**config.mk**
```make
export PLATFORM = sky130hd
export DESIGN_NAME = mp_sysbus_q
export DESIGN_NICKNAME = d
export VERILOG_FILES = /design/src/rtl/mp_sysbus_q_pkg.sv /design/src/rtl/mp_sysbus_fifo.sv /design/src/rtl/mp_sysbus_q.sv
export SDC_FILE = /design/constraint.sdc
export NUM_CORES = 1
export LEC_CHECK = 0
export BUFFER_PORTS_ARGS = -buffer_cell sky130_fd_sc_hd__buf_2
export CAP_MARGIN = 30
export CORE_AREA = 5 5 175 177
export CTS_CLUSTER_SIZE = 25
export DETAILED_ROUTE_END_ITERATION = 7
export DIE_AREA = 0 0 180 182
export SYNTH_ARGS = -nofsm -noshare
export SYNTH_HDL_FRONTEND = slang
export SYNTH_SLANG_ARGS = --single-unit
```
**constraint.sdc**
```tcl
create_clock -name sys_clk -period 9.3 [get_ports sys_clk]
set_input_delay 2.79 -clock sys_clk [delete_from_list [all_inputs] [get_ports sys_clk]]
set_output_delay 2.79 -clock sys_clk [all_outputs]
set_load 0.05 [all_outputs]
```
**src/rtl/mp_sysbus_q_pkg.sv**
```systemverilog
// Shared tag/mask encodings, bus FSM states and command-formatting helpers
// for the queued system-bus management master.
package mp_sysbus_q_pkg;

  localparam logic [1:0] TAG_W = 2'b00;
  localparam logic [1:0] TAG_L = 2'b01;
  localparam logic [1:0] TAG_H = 2'b10;

  localparam logic [1:0] EVB_MASK_NONE = 2'b00;
  localparam logic [1:0] EVB_MASK_LO   = 2'b01;
  localparam logic [1:0] EVB_MASK_HI   = 2'b10;
  localparam logic [1:0] EVB_MASK_W    = 2'b11;

  typedef enum logic [2:0] {
    ST_IDLE  = 3'd0,
    ST_REQ   = 3'd1,
    ST_WAIT  = 3'd2,
    ST_DONE  = 3'd3,
    ST_ABORT = 3'd4
  } bus_state_e;

  // Per-half operand forwarding applied in the issue cycle.
  function automatic logic [31:0] fwd_mux(input logic [1:0] fwd_en,
                                          input logic [31:0] fwd_data,
                                          input logic [31:0] data);
    fwd_mux = {fwd_en[1] ? fwd_data[31:16] : data[31:16],
               fwd_en[0] ? fwd_data[15:0]  : data[15:0]};
  endfunction

  function automatic logic [31:0] pack_txd(input logic [1:0] tag,
                                           input logic sel,
                                           input logic [31:0] d32);
    logic [15:0] d16;
    d16 = sel ? d32[31:16] : d32[15:0];
    case (tag)
      TAG_H:   pack_txd = {d16, 16'h0000};
      TAG_L:   pack_txd = {16'h0000, d16};
      default: pack_txd = d32;
    endcase
  endfunction

  function automatic logic [1:0] wen_of(input logic rd, input logic [1:0] tag);
    if (rd) begin
      wen_of = EVB_MASK_NONE;
    end else begin
      case (tag)
        TAG_H:   wen_of = EVB_MASK_HI;
        TAG_L:   wen_of = EVB_MASK_LO;
        default: wen_of = EVB_MASK_W;
      endcase
    end
  endfunction

  // High-half reads are replicated into both halves; others pass through.
  function automatic logic [31:0] fmt_rd(input logic [1:0] tag, input logic [31:0] rxd);
    if (tag == TAG_H) fmt_rd = {rxd[31:16], rxd[31:16]};
    else              fmt_rd = rxd;
  endfunction

endpackage

```
**src/rtl/mp_sysbus_fifo.sv**
```systemverilog
// Synchronous in-order FIFO holding posted bus commands; a push into a full
// FIFO is accepted only when a pop happens in the same cycle.
module mp_sysbus_fifo #(
  parameter int WIDTH = 8,
  parameter int DEPTH = 4
) (
  input  logic                     sys_clk,
  input  logic                     sys_setn,
  input  logic                     push,
  input  logic [WIDTH-1:0]         push_data,
  input  logic                     pop,
  output logic [WIDTH-1:0]         head,
  output logic                     full,
  output logic                     empty,
  output logic [$clog2(DEPTH):0]   count
);

  localparam int PTR_W = $clog2(DEPTH);
  localparam int CNT_W = PTR_W + 1;

  logic [WIDTH-1:0] mem [DEPTH];
  logic [PTR_W-1:0] wr_ptr;
  logic [PTR_W-1:0] rd_ptr;
  logic             do_push;
  logic             do_pop;

  assign do_pop  = pop && !empty;
  assign do_push = push && (!full || do_pop);
  assign full    = (count == CNT_W'(DEPTH));
  assign empty   = (count == '0);
  assign head    = mem[rd_ptr];

  always_ff @(posedge sys_clk) begin
    if (do_push) mem[wr_ptr] <= push_data;
  end

  // DEPTH is a power of two, so the pointers wrap naturally.
  always_ff @(posedge sys_clk) begin
    if (sys_setn) begin
      wr_ptr <= '0;
      rd_ptr <= '0;
      count  <= '0;
    end else begin
      if (do_push) wr_ptr <= wr_ptr + PTR_W'(1);
      if (do_pop)  rd_ptr <= rd_ptr + PTR_W'(1);
      case ({do_push, do_pop})
        2'b10:   count <= count + CNT_W'(1);
        2'b01:   count <= count - CNT_W'(1);
        default: count <= count;
      endcase
    end
  end

endmodule

```
**src/rtl/mp_sysbus_q.sv**
```systemverilog
// Queued management-bus master: buffers EVB loads/stores in order and plays
// them out one at a time over the mgmt handshake with a per-transaction timeout.
module mp_sysbus_q
  import mp_sysbus_q_pkg::*;
#(
  parameter int ADDR_W  = 13,
  parameter int DEPTH   = 4,
  parameter int TIMEOUT = 255
) (
  input  logic              sys_clk,
  input  logic              sys_setn,
  input  logic              issue,
  input  logic              rd,
  input  logic [1:0]        tag2,
  input  logic              sel,
  input  logic [ADDR_W-1:0] addr,
  input  logic [31:0]       data,
  input  logic [1:0]        fwd_en,
  input  logic [31:0]       fwd_data,
  output logic              stall,
  output logic              wb,
  output logic              wb32,
  output logic [31:0]       wb_data,
  output logic              err,
  output logic              mgmt_req,
  output logic [31:0]       mgmt_adr,
  output logic              mgmt_rwn,
  output logic [1:0]        mgmt_wen,
  output logic [31:0]       mgmt_txd,
  input  logic              mgmt_ack,
  input  logic              mgmt_rxe,
  input  logic [31:0]       mgmt_rxd
);

  localparam int ENT_W = 1 + 2 + ADDR_W + 32 + 2;
  localparam int CNT_W = $clog2(DEPTH) + 1;
  localparam int TMO_W = $clog2(TIMEOUT + 1);

  bus_state_e        state_q, state_d;
  logic [TMO_W-1:0]  tmo_q, tmo_d;
  logic              tmo_hit;

  logic              push;
  logic              pop;
  logic [ENT_W-1:0]  push_entry;
  logic [ENT_W-1:0]  head;
  logic              fifo_full;
  logic              fifo_empty;
  logic [CNT_W-1:0]  fifo_count;
  logic [CNT_W-1:0]  count_next;

  logic              head_rd;
  logic [1:0]        head_tag;
  logic [ADDR_W-1:0] head_addr;
  logic [31:0]       head_txd;
  logic [1:0]        head_wen;

  logic              stall_q, stall_d;
  logic              rd_pend_q, rd_pend_d;
  logic              wb_q, wb_d;
  logic              wb32_q, wb32_d;
  logic              err_q, err_d;
  logic              mgmt_req_q;
  logic [31:0]       wb_data_q, wb_data_d;

  // Stall normally keeps a full queue from being pushed; the full term only
  // matters if a push and pop ever line up in the same cycle.
  assign push       = issue && !stall_q && (!fifo_full || pop);
  assign push_entry = {rd, tag2, addr,
                       pack_txd(tag2, sel, fwd_mux(fwd_en, fwd_data, data)),
                       wen_of(rd, tag2)};

  mp_sysbus_fifo #(
    .WIDTH (ENT_W),
    .DEPTH (DEPTH)
  ) u_fifo (
    .sys_clk   (sys_clk),
    .sys_setn  (sys_setn),
    .push      (push),
    .push_data (push_entry),
    .pop       (pop),
    .head      (head),
    .full      (fifo_full),
    .empty     (fifo_empty),
    .count     (fifo_count)
  );

  assign {head_rd, head_tag, head_addr, head_txd, head_wen} = head;

  assign mgmt_adr = 32'(head_addr);
  assign mgmt_rwn = head_rd;
  assign mgmt_wen = head_wen;
  assign mgmt_txd = head_txd;

  assign tmo_hit = (tmo_q == TMO_W'(TIMEOUT - 1));

  always_ff @(posedge sys_clk) begin
    if (sys_setn) begin
      state_q <= ST_IDLE;
      tmo_q   <= '0;
    end else begin
      state_q <= state_d;
      tmo_q   <= tmo_d;
    end
  end

  always_comb begin
    state_d   = state_q;
    tmo_d     = tmo_q;
    pop       = 1'b0;
    wb_d      = 1'b0;
    wb32_d    = 1'b0;
    err_d     = 1'b0;
    wb_data_d = wb_data_q;
    case (state_q)
      ST_IDLE: begin
        if (!fifo_empty || push) begin
          state_d = ST_REQ;
          tmo_d   = '0;
        end
      end
      ST_REQ: begin
        tmo_d = tmo_q + TMO_W'(1);
        if (mgmt_ack && (!head_rd || mgmt_rxe)) state_d = ST_DONE;
        else if (mgmt_ack)                      state_d = ST_WAIT;
        else if (tmo_hit)                       state_d = ST_ABORT;
      end
      ST_WAIT: begin
        tmo_d = tmo_q + TMO_W'(1);
        if (mgmt_rxe)     state_d = ST_DONE;
        else if (tmo_hit) state_d = ST_ABORT;
      end
      ST_DONE, ST_ABORT: begin
        pop     = 1'b1;
        state_d = ST_IDLE;
      end
      default: state_d = ST_IDLE;
    endcase

    // Writeback and error are raised on the edge that enters DONE/ABORT.
    if (state_d == ST_DONE && state_q != ST_DONE && head_rd) begin
      wb_d      = 1'b1;
      wb32_d    = (head_tag == TAG_W);
      wb_data_d = fmt_rd(head_tag, mgmt_rxd);
    end
    if (state_d == ST_ABORT && state_q != ST_ABORT) begin
      err_d = 1'b1;
      if (head_rd) begin
        wb_d      = 1'b1;
        wb32_d    = (head_tag == TAG_W);
        wb_data_d = '0;
      end
    end
  end

  // A read holds the core until its own writeback; writes only when full.
  always_comb begin
    rd_pend_d = rd_pend_q;
    if (push && rd) rd_pend_d = 1'b1;
    if (wb_d)       rd_pend_d = 1'b0;
  end

  assign count_next = fifo_count + CNT_W'(push) - CNT_W'(pop);
  assign stall_d    = rd_pend_d || (count_next == CNT_W'(DEPTH));

  always_ff @(posedge sys_clk) begin
    if (sys_setn) begin
      stall_q    <= 1'b0;
      rd_pend_q  <= 1'b0;
      wb_q       <= 1'b0;
      wb32_q     <= 1'b0;
      err_q      <= 1'b0;
      mgmt_req_q <= 1'b0;
      wb_data_q  <= '0;
    end else begin
      stall_q    <= stall_d;
      rd_pend_q  <= rd_pend_d;
      wb_q       <= wb_d;
      wb32_q     <= wb32_d;
      err_q      <= err_d;
      mgmt_req_q <= (state_d == ST_REQ);
      wb_data_q  <= wb_data_d;
    end
  end

  assign stall    = stall_q;
  assign wb       = wb_q;
  assign wb32     = wb32_q;
  assign err      = err_q;
  assign mgmt_req = mgmt_req_q;
  assign wb_data  = wb_data_q;

endmodule

```
After elaboration in Yosys (flattened, before gate mapping)
Memories as Yosys holds them, arrays and structs flattened. A register that Yosys moved wholly into a read port is not among the register bits.
Cells that the tools add are included.
{"block": "word_totals", "reg_bits": 56, "mem_bits_rw": 200, "out_inout_bits": 104, "mem_count": 1}
{"block": "op_classes", "add_sub_neg": 7, "n_eq_ne": 18, "muxes": 33, "n_reduce_logical": 26}
{"name": "u_fifo.mem", "depth": 4, "width": 50, "rd": 1, "rd_ports_with_merged_regs": 1, "write_ports": 1, "line": "mp_sysbus_fifo.sv:21", "rtl": "logic [WIDTH-1:0] mem [DEPTH];"}
{"op": "$mux W32", "count": 3}
{"op": "$mux W16", "count": 4}
{"op": "$pmux W32 S2", "count": 1}
{"op": "$pmux W8 S2", "count": 1}
{"op": "$mux W3", "count": 5}
{"op": "$eq A3 B3 Y1 const B", "count": 4}
{"op": "$mux W1", "count": 12}
{"op": "$eq A3 B2 Y1 const B", "count": 3}
{"op": "$logic_and A1 B1 Y1", "count": 9}
{"op": "$pmux W3 S3", "count": 1}
{"op": "$add A8 B1 Y8 const B", "count": 1}
{"op": "$eq A8 B8 Y1 const B", "count": 1}
{"op": "$mux W8", "count": 1}
{"op": "$eq A2 B2 Y1 const B", "count": 3}
{"op": "$eq A3 B1 Y1 const B", "count": 2}
{"op": "$logic_not A3 Y1", "count": 2}
{"op": "$mux W2", "count": 3}
{"op": "$pmux W3 S2", "count": 1}
{"op": "$logic_or A1 B1 Y1", "count": 5}
{"op": "$add A2 B1 Y2 const B", "count": 2}
{"op": "$eq A2 B1 Y1 const B", "count": 2}
{"op": "$logic_not A1 Y1", "count": 4}
{"op": "$pmux W2 S2", "count": 1}
{"op": "$reduce_bool A2 Y1", "count": 2}
{"op": "other kinds (10)", "count": 11}

Longest topological paths before layout
{"block": "depth", "depth_word": 16, "depth_mapped": 12, "ltp_nobuf": 11}

Cells and area by module
A second synthesis with hierarchy kept.
{"block": "unflattened", "hier_cells": 792, "area_unflattened_um2": 11478.5}
{"mod": "mp_sysbus_fifo", "instances": 1, "cells_per_inst": 328, "area_each_um2": 7766.2}
{"mod": "mp_sysbus_q", "instances": 1, "cells_per_inst": 464, "area_each_um2": 3712.3}

Worst setup path after synthesis
Ideal clock, no wire load.
{"block": "synth_timing", "path_type": "input port to flip-flop", "startpoint": "input issue", "endpoint": "memory u_fifo.mem[0][0] (netlist bit) (enable)", "arrival_time_ns": 4.431, "required_ns": 8.887, "slack_ns": 4.457, "path_stages": 3, "path_cell_list": "nand2b_1 a41oi_2 and2_1"}
{"block": "synth_between", "elab_chain_len": 5}
{"element": "start, declared", "line": "mp_sysbus_q.sv:12", "rtl": "input logic issue,"}
{"element": "$logic_and A1 B1 Y1 (2 in series)", "line": "mp_sysbus_q.sv:68", "rtl": "assign push = issue && !stall_q && (!fifo_full || pop);"}
{"element": "$logic_and A1 B1 Y1", "line": "mp_sysbus_fifo.sv:28", "rtl": "assign do_push = push && (!full || do_pop);"}
{"element": "$mux W1", "line": "mp_sysbus_fifo.sv:34", "rtl": "if (do_push) mem[wr_ptr] <= push_data;"}
{"element": "$mux W1 (not written as such)", "line": "mp_sysbus_fifo.sv:34"}
{"element": "end, declared", "line": "mp_sysbus_fifo.sv:21"}
No other way between the ends.

==> impl_metrics.ini <==
[detailed_routing]
wl_um = 25630
final_antenna_net_count = 0
post_drt_via_cell_ratio = 5.085
dr.first_iter.drc_count = 429
routedWlPerCell_um = 18.58
drt_pre_antenna_iters = 5
remaining_drc_errors = 0
routed-via-count = 7012

[grt]
antenna_found_initial = 0
grt_pass1_wl_um = 39470
gr-total-overflow = 0
grt_max_degree = 51
globalRouteTotalUtil_pct = 14.98
vias_in_the_first_global_route = 6851

[placement]
dp.cells = 1328
globalplace.congestion = 0.7673
placement.cell_area_mm2 = 0.01261
detailed_place_hpwl_um = 16460
buffer_ports.inserted = 204
pre_cts_slack_ps = 3833

[logic_synthesis]
synth_warnings = 0
leading_cell_types_by_total_area_after_synthesis = sky130_fd_sc_hd__edfxtp_1 53%, sky130_fd_sc_hd__dfxtp_1 10%, sky130_fd_sc_hd__mux4_2 9.9%
synth_flop_cell = sky130_fd_sc_hd__edfxtp_1
asyncSetResetFlopFracSynth_pct = 0
synth.largest_area_cell = sky130_fd_sc_hd__edfxtp_1
synth_area_mm2 = 0.01133
netlist-cell-type-count = 50
syn_inst = 774
synth_area_per_cell_um2 = 14.64
synth-seq-cells = 258
number_of_synthesized_flops_with_an_enable_pin = 200
seq_area_frac_synth_pct = 63.25
netlist.area_leader.share_pct = 53.00

[setup_path]
regToRegStartpoint = state_q[2]$_SDFF_PP0_
reg2regPathDepth = 4
ff2ff_setup_slack_ps = 6160
critPathMaxFanout = 31
worstReg2RegEnd = u_fifo.mem[2][35]$_DFFE_PP_
critical_path_class = flip-flop to output pin
crit_path_end_kind = output pin
worstSetupStartpointType = flip-flop
timing.critical_path.arrival_ps = 2640
critical_path_required_ps = 6510

[clock_tree]
postCtsResizedCells = 0
htreeDepth = 1
cts_tree = done
cts.root.buffer_cell = sky130_fd_sc_hd__clkbuf_16
clockBufferDepth = 3
clkLatencyLatePin_ps = 530
cts.hold.buffers_added = 0
sink_count = 258
tritoncts.num_buffers = 29
path_clk_slew_ps = 60
post-cts-setup-buffer-count = 0

[floorplan]
floorplan.core_area_mm2 = 0.02909
die_height_um = 182
placementRows = 63
io_pins = 224
start_util_pct = 38.96
overall_die_area_mm2 = 0.03276
die-width_um = 180

[sta]
layout_min_cycle_time_ps = 5434
final-hold-violation-count = 0
setup_tns_ps = 0
final-max-slew-violation-count = 0
max_freq_mhz = 184.0
clock-skew-final_ps = 6.932
fin_crit_sh_pct = 58.43
setup_viol_count_final = 0
timing.final.ws_setup_ps = 3866
grt_setup_unrepaired = false
relSlewSlack_pct = 32.16
worstMarginPinSlew_ps = 1005

[power]
worst_ir_drop_on_vdd_mv = 0.1556
p_clk_share_pct = 32.0
pwr-share-seq_pct = 43.1
switching_share_pct = 31.96
power.static_leakage_nw = 4.964
part_of_the_total_power_dissipated_in_combinational_logic_pct = 24.9
power.internal_mw = 2.274
switchingPower_mw = 1.069
p_per_area_mw_per_mm2 = 247.5

[hold_path]
worst_hold_path.endpoint = wb_data[20]$_SDFF_PP0_
hold-path-cell-count = 2
hold_path.class = flip-flop to flip-flop
worstHoldStart = wb_data[20]$_SDFF_PP0_

[finish]
post_route_cells_drive_above_1_share_pct = 36.40
fin_cells = 1379
finalCoreUtilization_pct = 46.44
design.final.nets = 1104
postLayoutCellArea_mm2 = 0.01351
synthToLayoutAreaGrowth_pct = 19.20
antenna_cells_inserted = 0
number_of_fill_cells_in_the_layout = 2639

[outcome]
result_of_the_run = complete, no violations

[job]
max-cap-violations = 0
## Yosys cell counts, types with 4 or more instances
cell                       count
sky130_fd_sc_hd__buf_2         9
sky130_fd_sc_hd__mux2_2       16
sky130_fd_sc_hd__buf_1         5
sky130_fd_sc_hd__nand2_1      57
sky130_fd_sc_hd__clkbuf_1     28
sky130_fd_sc_hd__a211oi_1      4
sky130_fd_sc_hd__nor2_1       19
sky130_fd_sc_hd__nor3_1        4
sky130_fd_sc_hd__a21oi_1      42
sky130_fd_sc_hd__mux4_2       50
sky130_fd_sc_hd__or3_1         5
sky130_fd_sc_hd__nand2b_1      5
sky130_fd_sc_hd__a211oi_2     14
sky130_fd_sc_hd__and2_1        4
sky130_fd_sc_hd__dfxtp_1      58
sky130_fd_sc_hd__inv_1        29
sky130_fd_sc_hd__ha_1         13
sky130_fd_sc_hd__nand3_1      19
sky130_fd_sc_hd__edfxtp_1    200
sky130_fd_sc_hd__xor2_1        4
sky130_fd_sc_hd__buf_4        22
sky130_fd_sc_hd__mux2i_1      32
sky130_fd_sc_hd__o21ai_0      68
sky130_fd_sc_hd__o22ai_1      16
sky130_fd_sc_hd__xnor2_1       6
sky130_fd_sc_hd__or2_2         4
## metrics by stage
| stage | power (mW) | hold WS [ps] |
|---|---|---|
| after floorplan | 2.112 | 454.0 |
| after global placement | 2.300 | 461.3 |
| after detailed placement | 2.307 | 465.8 |
| after CTS | 3.393 | 474.0 |
| after global routing | 3.498 | 491.2 |
| final | 3.343 | 473.0 |
## layout by cell type (no fill, tap or decap), types with 7 or more instances in the layout
| master | instances |
|---|---|
| sky130_fd_sc_hd__mux4_2 | 50 |
| sky130_fd_sc_hd__dfxtp_1 | 56 |
| sky130_fd_sc_hd__edfxtp_1 | 200 |
| sky130_fd_sc_hd__a21oi_1 | 42 |
| sky130_fd_sc_hd__clkbuf_1 | 7 |
| sky130_fd_sc_hd__buf_4 | 10 |
| sky130_fd_sc_hd__o22ai_1 | 16 |
| sky130_fd_sc_hd__nand2_1 | 57 |
| sky130_fd_sc_hd__o21ai_0 | 68 |
| sky130_fd_sc_hd__a211oi_2 | 14 |
| sky130_fd_sc_hd__nand3_1 | 19 |
| sky130_fd_sc_hd__buf_2 | 204 |
| sky130_fd_sc_hd__ha_1 | 13 |
| sky130_fd_sc_hd__conb_1 | 19 |
| sky130_fd_sc_hd__inv_1 | 29 |
| sky130_fd_sc_hd__clkbuf_16 | 29 |
| sky130_fd_sc_hd__mux2i_1 | 32 |
| sky130_fd_sc_hd__mux2_2 | 16 |
| sky130_fd_sc_hd__nor2_1 | 19 |
## worst max-delay path, stage by stage, from the launching register on
cell                      delay (ps)
sky130_fd_sc_hd__dfxtp_4         620
sky130_fd_sc_hd__buf_4           630
sky130_fd_sc_hd__mux4_2          610
sky130_fd_sc_hd__buf_2           230
## layer usage
layer  vias to the layer above  routed length (µm)  GRT usage [%]
met1                      3432               11230          20.84
met2                       238               12040          24.17
met4                         0                 500          3.566
met5                         -                   0              0
li1                       3299                   -              -
met3                        43                1857          3.345
## power by group through the flow
stage / clock (mW) / sequential, mW / combinational, mW
5_1_grt: 1.16 / 1.45 / 0.888
2_1_floorplan: 0 / 1.54 / 0.574
3_5_place_dp: 0 / 1.46 / 0.842
4_1_cts: 1.11 / 1.44 / 0.844
6_report: 1.07 / 1.44 / 0.832
3_3_place_gp: 0 / 1.46 / 0.840
## logic make-up after synthesis
family | count (synthesis) | synth area share, %
DFF | 258 | 63.25
AOI/OAI and AO/OA | 160 | 9.452
and+or+nand+nor | 134 | 5.875
muxes | 98 | 14.36
buffers and inverters | 98 | 4.472
adders and majority gates | 15 | 1.789
xor gates and xnor gates | 10 | 0.7729
other | 1 | 0.03310
## worst max-delay path by stage
stage                                       end      start  cells past startpoint  slack [ps]
global route                       mgmt_txd[15]  flip-flop                      3        3630
global placement     u_fifo.mem[0][2]$_DFFE_PP_    tag2[0]                      8        3820
CTS                                mgmt_txd[15]  flip-flop                      3        3710
floorplan            u_fifo.mem[0][0]$_DFFE_PP_      issue                      3        4460
finish                             mgmt_txd[10]  flip-flop                      3        3870
detailed placement  u_fifo.mem[1][13]$_DFFE_PP_    tag2[0]                      8        3830
## state kept, by name (all words and copies together) (netlist names), named ones only
name / flops
wb32: 1
u_fifo.rd_ptr: 2
tmo_q: 8
err: 1
wb_data: 32
wb: 1
state_q: 3
u_fifo.count: 3
rd_pend_q: 1
u_fifo.wr_ptr: 2
stall: 1
mgmt_req: 1
u_fifo.mem: 200
## final cells by class
type | instances | area (µm²) | area share [%]
clock buffer | 36 | 752.0 | 5.567
sequential | 258 | 7172 | 53.10
tap | 390 | 488.0 | 3.613
clock inverter | 15 | 148.9 | 1.102
inverter | 29 | 108.9 | 0.8059
multi-input combinational | 436 | 3730 | 27.61
timing repair buffer | 215 | 1107 | 8.198
(Power assumes the default switching activity.)
